===== config.mk =====
export PLATFORM = sky130hd
export DESIGN_NAME = apb_timer
export DESIGN_NICKNAME = d
export VERILOG_FILES = /design/src/rtl/apb_periph_pkg.sv /design/src/rtl/sync_edge_det.sv /design/src/rtl/apb_timer.sv
export SDC_FILE = /design/constraint.sdc
export NUM_CORES = 1
export LEC_CHECK = 0
export ABC_AREA = 1
export BUFFER_PORTS_ARGS = -buffer_cell sky130_fd_sc_hd__buf_2
export CORE_MARGIN = 4
export CORE_UTILIZATION = 58
export CTS_BUF_LIST = sky130_fd_sc_hd__clkbuf_4 sky130_fd_sc_hd__clkbuf_8
export DETAILED_ROUTE_END_ITERATION = 10
export GPL_ROUTABILITY_DRIVEN = 0
export GPL_TIMING_DRIVEN = 1
export PLACE_DENSITY = 0.8
export SETUP_SLACK_MARGIN = 0.4
export SLEW_MARGIN = 5
export SYNTH_ARGS = -nofsm -noshare
export SYNTH_HDL_FRONTEND = slang
export SYNTH_HIERARCHICAL = 1
export SYNTH_SLANG_ARGS = --single-unit

===== constraint.sdc =====
create_clock -name PCLK -period 3.6 [get_ports PCLK]
set_input_delay 0.72 -clock PCLK [delete_from_list [all_inputs] [get_ports PCLK]]
set_output_delay 0.72 -clock PCLK [all_outputs]
set_load 0.005 [all_outputs]

===== src/rtl/apb_periph_pkg.sv =====
// Shared APB peripheral constants: timer register offsets, CTRL bit
// positions and the interrupt line the timer drives on the subsystem.
package apb_periph_pkg;

  // Word offsets (byte address bits [7:2]).
  localparam logic [5:0] ADDR_CTRL     = 6'h00;
  localparam logic [5:0] ADDR_VALUE    = 6'h01;
  localparam logic [5:0] ADDR_RELOAD   = 6'h02;
  localparam logic [5:0] ADDR_INTSTAT  = 6'h03;
  localparam logic [5:0] ADDR_PRESCALE = 6'h04;

  // CTRL bit positions, mirrored by the software header.
  localparam int CTRL_EN_BIT      = 0;
  localparam int CTRL_IRQEN_BIT   = 1;
  localparam int CTRL_EXTEN_BIT   = 2;
  localparam int CTRL_ONESHOT_BIT = 3;

  // Bit of apb_interrupt that the timer instance drives.
  localparam int TIMER_IRQ_LINE = 20;

  // Packed so the field order matches the CTRL bit positions above.
  typedef struct packed {
    logic oneshot;
    logic exten;
    logic irqen;
    logic en;
  } timer_ctrl_t;

endpackage


===== src/rtl/sync_edge_det.sv =====
// Two-flop synchronizer followed by a rising-edge detector; pulse is one
// clock wide and appears two cycles after the input is first sampled high.
module sync_edge_det (
  input  logic clk,
  input  logic rst,
  input  logic async_in,
  output logic pulse
);

  logic sync_q1;
  logic sync_q2;
  logic edge_q;

  // Synchronizer chain plus one delayed copy for edge detection.
  always_ff @(posedge clk or posedge rst) begin
    if (rst) begin
      sync_q1 <= 1'b0;
      sync_q2 <= 1'b0;
      edge_q  <= 1'b0;
    end else begin
      // NOTE: non-blocking assignments make each flop take the pre-edge value of its neighbour, forming a real shift chain.
      sync_q1 <= async_in;
      sync_q2 <= sync_q1;
      edge_q  <= sync_q2;
    end
  end

  assign pulse = sync_q2 & ~edge_q;

endmodule


===== src/rtl/apb_timer.sv =====
// APB down-counting timer with prescaler, reload, one-shot mode and an
// optional external tick source; zero-wait-state APB slave.
module apb_timer
  import apb_periph_pkg::*;
#(
  parameter int CntWidth = 32,
  parameter int PreWidth = 8
) (
  input  logic        PCLK,
  input  logic        PRESET,
  input  logic        PSEL,
  input  logic [5:0]  PADDR,
  input  logic        PENABLE,
  input  logic        PWRITE,
  input  logic [31:0] PWDATA,
  output logic [31:0] PRDATA,
  output logic        PREADY,
  output logic        PSLVERR,
  input  logic        EXTIN,
  output logic        TIMERINT
);

  timer_ctrl_t         ctrl_q, ctrl_d;
  logic [CntWidth-1:0] value_q, value_d;
  logic [CntWidth-1:0] reload_q;
  logic [PreWidth-1:0] prescale_q;
  logic [PreWidth-1:0] pre_cnt_q, pre_cnt_d;
  logic                intstat_q, intstat_d;
  logic                timerint_q;

  logic access;
  logic addr_bad;
  logic wr_en;
  logic ext_pulse;
  logic src_pulse;
  logic tick;
  logic expire;
  logic unused_pwdata;

  sync_edge_det u_sync_edge_det (
    .clk      (PCLK),
    .rst      (PRESET),
    .async_in (EXTIN),
    .pulse    (ext_pulse)
  );

  assign access   = PSEL & PENABLE;
  assign addr_bad = PADDR > ADDR_PRESCALE;
  assign PREADY   = 1'b1;
  assign wr_en    = access & PWRITE & PREADY & ~addr_bad;
  // Error response is suppressed while reset holds the block idle.
  assign PSLVERR  = access & addr_bad & ~PRESET;

  // Only the low bits of PWDATA reach any register; fold the rest away.
  assign unused_pwdata = ^PWDATA;

  // Tick source and expiry: a tick is the source pulse that completes a
  // prescaler period; expiry is a tick arriving while VALUE is already 0.
  assign src_pulse = ctrl_q.en & (ctrl_q.exten ? ext_pulse : 1'b1);
  assign tick      = src_pulse & (pre_cnt_q == prescale_q);
  assign expire    = tick & (value_q == '0);

  // Read mux: addressed register zero-extended during a read access phase.
  always_comb begin
    PRDATA = '0;
    if (access && !PWRITE) begin
      case (PADDR)
        ADDR_CTRL:     PRDATA = 32'(ctrl_q);
        ADDR_VALUE:    PRDATA = 32'(value_q);
        ADDR_RELOAD:   PRDATA = 32'(reload_q);
        ADDR_INTSTAT:  PRDATA = 32'(intstat_q);
        ADDR_PRESCALE: PRDATA = 32'(prescale_q);
        default:       PRDATA = '0;
      endcase
    end
  end

  // Counting behaviour first, then APB writes layered on top so a write
  // overrides the counter, except that a new expiry beats an INTSTAT clear.
  always_comb begin
    // NOTE: every signal gets its hold value first, so no path can leave one unassigned and infer a latch.
    ctrl_d    = ctrl_q;
    value_d   = value_q;
    intstat_d = intstat_q;
    pre_cnt_d = pre_cnt_q;

    if (!ctrl_q.en || tick) begin
      pre_cnt_d = '0;
    end else if (src_pulse) begin
      pre_cnt_d = pre_cnt_q + PreWidth'(1);
    end

    if (tick) begin
      if (!expire) begin
        value_d = value_q - CntWidth'(1);
      end else begin
        intstat_d = 1'b1;
        if (ctrl_q.oneshot) begin
          ctrl_d.en = 1'b0;
        end else begin
          value_d = reload_q;
        end
      end
    end

    if (wr_en) begin
      case (PADDR)
        ADDR_CTRL:    ctrl_d  = timer_ctrl_t'(PWDATA[3:0]);
        ADDR_VALUE:   value_d = PWDATA[CntWidth-1:0];
        ADDR_INTSTAT: if (PWDATA[0] && !expire) intstat_d = 1'b0;
        default:      ;
      endcase
    end
  end

  // State registers; reset clears everything so a count in flight is lost.
  always_ff @(posedge PCLK or posedge PRESET) begin
    if (PRESET) begin
      ctrl_q     <= '0;
      value_q    <= '0;
      reload_q   <= '0;
      prescale_q <= '0;
      pre_cnt_q  <= '0;
      intstat_q  <= 1'b0;
      timerint_q <= 1'b0;
    end else begin
      ctrl_q     <= ctrl_d;
      value_q    <= value_d;
      pre_cnt_q  <= pre_cnt_d;
      intstat_q  <= intstat_d;
      timerint_q <= intstat_q & ctrl_q.irqen;
      if (wr_en && PADDR == ADDR_RELOAD)   reload_q   <= PWDATA[CntWidth-1:0];
      if (wr_en && PADDR == ADDR_PRESCALE) prescale_q <= PWDATA[PreWidth-1:0];
    end
  end

  assign TIMERINT = timerint_q;

endmodule

## Yosys cells after proc, flatten, opt, wreduce, memory -nomap -nowiden

Cells that the tools add are included.

- Flip-flop bits (word level): 89
- Output and inout port bits: 35
- Logic and storage cells: 66
- Input bits: 44

- Equality and inequality tests: 5
- $add $sub $neg: 2
- Reduce and logical (&&, ||, !) cells: 12
- Order comparisons: 1
- Mux-type cells: 20
- Bitwise gates (word level): 13

Operators by type and width:

| kind | count |
|---|---|
| $mux W32 | 6 |
| $pmux W32 S5 | 1 |
| $logic_not A32 Y1 | 1 |
| $sub A32 B1 Y32 const B | 1 |
| $mux W8 | 2 |
| $eq A6 B2 Y1 const B | 2 |
| $mux W1 | 11 |
| $and A1 B1 Y1 | 10 |
| $add A8 B1 Y8 const B | 1 |
| $eq A8 B8 Y1 | 1 |
| $eq A6 B1 Y1 const B | 1 |
| $eq A6 B3 Y1 const B | 1 |
| $gt A6 B3 Y1 const B | 1 |
| $logic_not A6 Y1 | 1 |
| $logic_and A1 B1 Y1 | 4 |
| $logic_not A1 Y1 | 3 |
| $not A1 Y1 | 3 |
| $reduce_and A2 Y1 | 1 |
| $reduce_bool A2 Y1 | 1 |
| $logic_or A1 B1 Y1 | 1 |

## Depth between registers and ports, before layout

- Depth in word-level cells: 11
- Depth in mapped cells: 13
- Mapped depth without buffers: 12

## By module

Netlist, hierarchy kept.

Modules (own cells, without submodules):

| module | seq. area each (um^2) | instances | area each (um^2) | cells an instance |
|---|---|---|---|---|
| apb_timer | 2152.1 | 1 | 6278.5 | 996 |
| sync_edge_det | 75.1 | 1 | 88.8 | 6 |

## Least setup slack after synthesis

Ideal clock, no wire load.

- Kind: input to output
- From: input PADDR[4]
- To: output PRDATA[21]
- Path buffers: 2
- Slack: 1.019 ns
- Stages on the path: 9
- Data arrival time: 1.861 ns
- Required time: 2.880 ns
- Cells stage by stage: nor2_2 -> nand2_2 -> nor3_2 -> inv_2 -> clkbuf_1 -> buf_2 -> o22ai_1 -> nand2_1 -> inv_1

- Longest elaborated chain between the ends: 3
- Elaborated cells on any way between the ends: 7
- Classes of those cells: 4 x eq/ne; 2 x mux; 1 x reduce/logical

Ends and longest elaborated chain:

| element | RTL line | source |
|---|---|---|
| start, declared | apb_timer.sv:12 | `input logic [5:0] PADDR,` |
| $eq A6 B3 Y1 (tied with other cells) | apb_timer.sv:67 | `case (PADDR)` |
| $pmux W32 S5 * | apb_timer.sv:67 |  |
| $mux W32 * | apb_timer.sv:66 | `if (access && !PWRITE) begin` |
| end, declared | apb_timer.sv:16 | `output logic [31:0] PRDATA,` |

Mark *: on every way between the ends. The rest lies on a longest branch, timed or not.

## Final worst setup path

- From: input PADDR[2]
- To: output PRDATA[0]

Same word-level chain as after synthesis.

==> flow_summary.toml <==
[global_routing]
grt_pass1_vias = 5946
grtUsageTotal_pct = 28.1
grt_start_max_net_pins = 61
antenna_found_initial = 0
grt-ovfl-total = 0
grt_first_pass_wirelength_um = 29400

[timing]
holdWs_ns = 0.232
setup_tns_ns = 0
finalSetupViolations = 0
max_slew.worst_pin.slew_ns = 0.883
fin_skew_ns = 0.00831
hold_viol = 0
max_freq_mhz = 322
finalCritPeriodShare_pct = 86.2
worst_slack_ns = 0.496
period_minus_slack_ns = 3.10
maxSlewHeadroom_pct = 41.0
rsz0062_at_grt = "false"
drv_slew = 0

[final_layout]
finalInstanceArea_um2 = 6970
n_fill_cell = 1011
final_cell_mix = "nand2_1 (278), inv_1 (146), nor2_1 (121)"
area_growth_pct = 9.39
multiInputGateArea_um2 = 3330
fin_nets = 1105
antenna_cells = 0
layout_commonest_cell = "nand2_1"
regArea_um2 = 2230
drive_gt1_share_pct = 13.3
final_util_pct = 66.3

[detailed_routing]
wl_um = 17400
antenna_left = 0
first_pass_iters = 5
routed_via_density = 5.45
drc = 0
drt_first_iter_violations = 617
vias = 6538
wl_per_cell_um = 14.5

[yosys]
syn_avg_cell_area_um2 = 6.35
synth_warnings = 6
synth_edf_count = 0
ys_types = 37
synthFlopType = "dfrtp_1"
synthCells = 1002
synth_nets = 1048
synth_top_area_cell = "dfrtp_1"
ys_ff_latch = 89
yosys.area.top_type_share_pct = 35.0
synth_async_sr_flop_share_pct = 100
synthTopCellsByArea = "dfrtp_1 (35%), nand2_1 (16%), inv_1 (8.7%), nor2_1 (7.1%), o21ai_0 (6.0%)"
seq_area_frac_synth_pct = 35.0
netlist_area_um2 = 6370

[pwr]
power.density_nw_per_um2 = 523
leakage_uw = 0.00374
vdd_drop_max_mv = 0.392

[status]
status = "finished, final reports clean"

[floorplan]
coreArea_um2 = 10500
die_x_um = 113
initial_core_util_pct = 60.6
num_io_pins = 79
rows = 37
die-area_um2 = 12700
die_h_um = 113

[place]
pre_cts_ws_ns = 0.198
dpl.hpwl_um = 12600
placed_area_um2 = 6790
io_buffers = 77

[clock_tree]
clk_path_buf_depth = 2
clkLatencyLatePin_ns = 0.37
path_clk_slew_ns = 0.08
post_cts_buffers = 0
numCtsBuffers = 9
cts_root_buf = "clkbuf_8"
cts_sinks = 89
htreeDepth = 3
cts_tree = "done"

[worst_setup_path]
critical_path_arrival_ns = 2.38
reg2reg_depth = 11
crit_type = "input port to primary output"
worstReg2RegEnd = "value_q[30]$_DFF_PP0_"
start_kind = "input port"
crit_fanout = 29
regToRegSetupSlack_ns = 1.16
crit-reg2reg-launch = "value_q[0]$_DFF_PP0_"
cp-end-kind = "primary output"
cp.required_ns = 2.88

[run]
drv_cap = 0

[hold_path]
hold_path_class = "input port to async pin"
Yosys cell counts (3+ instances only):
cell type,n
a21oi_1,74
nand3_2,3
inv_2,11
nor2_1,121
o22ai_1,29
o21ai_0,76
nor2_2,10
inv_1,147
nand2_2,4
a221oi_1,3
nor2_4,3
dfrtp_1,89
nor3_1,3
nand2_1,278
buf_2,17
clkbuf_1,14
nor3b_1,3
xor2_1,16
nand4_1,9
buf_4,5
nand3_1,66
critical path, stage by stage:
cell and delay (ns):
buf_2 0.10, nor2_1 0.17, nand2_2 0.11, nor3_2 0.39, inv_4 0.26, o22ai_1 0.21, a211oi_1 0.07, nor2_1 0.19
buf_2 0.15
power by group:
group / total (µW) / internal [µW] / switching [µW] / leakage (µW)
logic: 1640 / 526 / 1110 / 0.00254
registers: 1370 / 1150 / 214 / 0.00111
clock network: 643 / 280 / 363 / 0.0000891
cell type report:
class / instances / share of cell area (%)
multi-input cells: 714 / 47.9
inverters: 161 / 8.80
repair buffers: 84 / 6.47
clock inverters: 3 / 0.251
clock buffers: 12 / 2.19
well taps: 136 / 2.44
flip-flops and latches: 89 / 32.0
flip-flops by register name, summed over array words and instances, names as in the netlist, 4 cells and up:
name,count
prescale_q,8
reload_q,32
pre_cnt_q,8
value_q,32
ctrl_q,4
per-stage QoR:
step,total power [µW],std cells
6_report,3650,1199
5_1_grt,3940,1199
4_1_cts,3610,1199
3_5_place_dp,2980,1184
3_3_place_gp,2950,1184
2_1_floorplan,2620,1002
metal layers:
layer | global-route usage [%] | up-vias | wire, µm
li1 | - | 3274 | -
met1 | 40.6 | 2959 | 7820
met2 | 43.8 | 270 | 7850
met3 | 4.28 | 35 | 1380
met4 | 8.33 | 0 | 365
met5 | 0 | - | 0
worst max-delay path by stage:
stage,startpoint,to,slack (ns)
2_1_floorplan,PRESET,TIMERINT$_DFF_PP0_,0.66
3_3_place_gp,PADDR[1],PRDATA[6],0.26
3_5_place_dp,PADDR[1],PRDATA[31],0.20
4_1_cts,PADDR[2],PRDATA[0],0.46
5_1_grt,PADDR[2],PRDATA[0],0.41
6_report,PADDR[2],PRDATA[0],0.50
cells by family (layout without fill, tap and decap cells):
logic type | Yosys count | in the layout | share of synthesized area [%]
simple gates | 508 | 508 | 34.1
buf+inv | 199 | 260 | 12.7
compound gates | 187 | 187 | 15.6
flops | 89 | 89 | 35.0
xor+xnor | 16 | 16 | 2.20
fa+ha+maj | 2 | 2 | 0.393
other cells | 1 | 1 | 0.0589
repair_timing:
| action | 4_1_cts | 5_1_grt |
|---|---|---|
| resized for setup | 1 | 2 |
| pin swaps | 0 | 0 |
| gates cloned | 0 | 0 |
| setup endpoints to repair | 28 | 1 |
| hold buffers | 0 | 0 |
(Power assumes the default switching activity.)
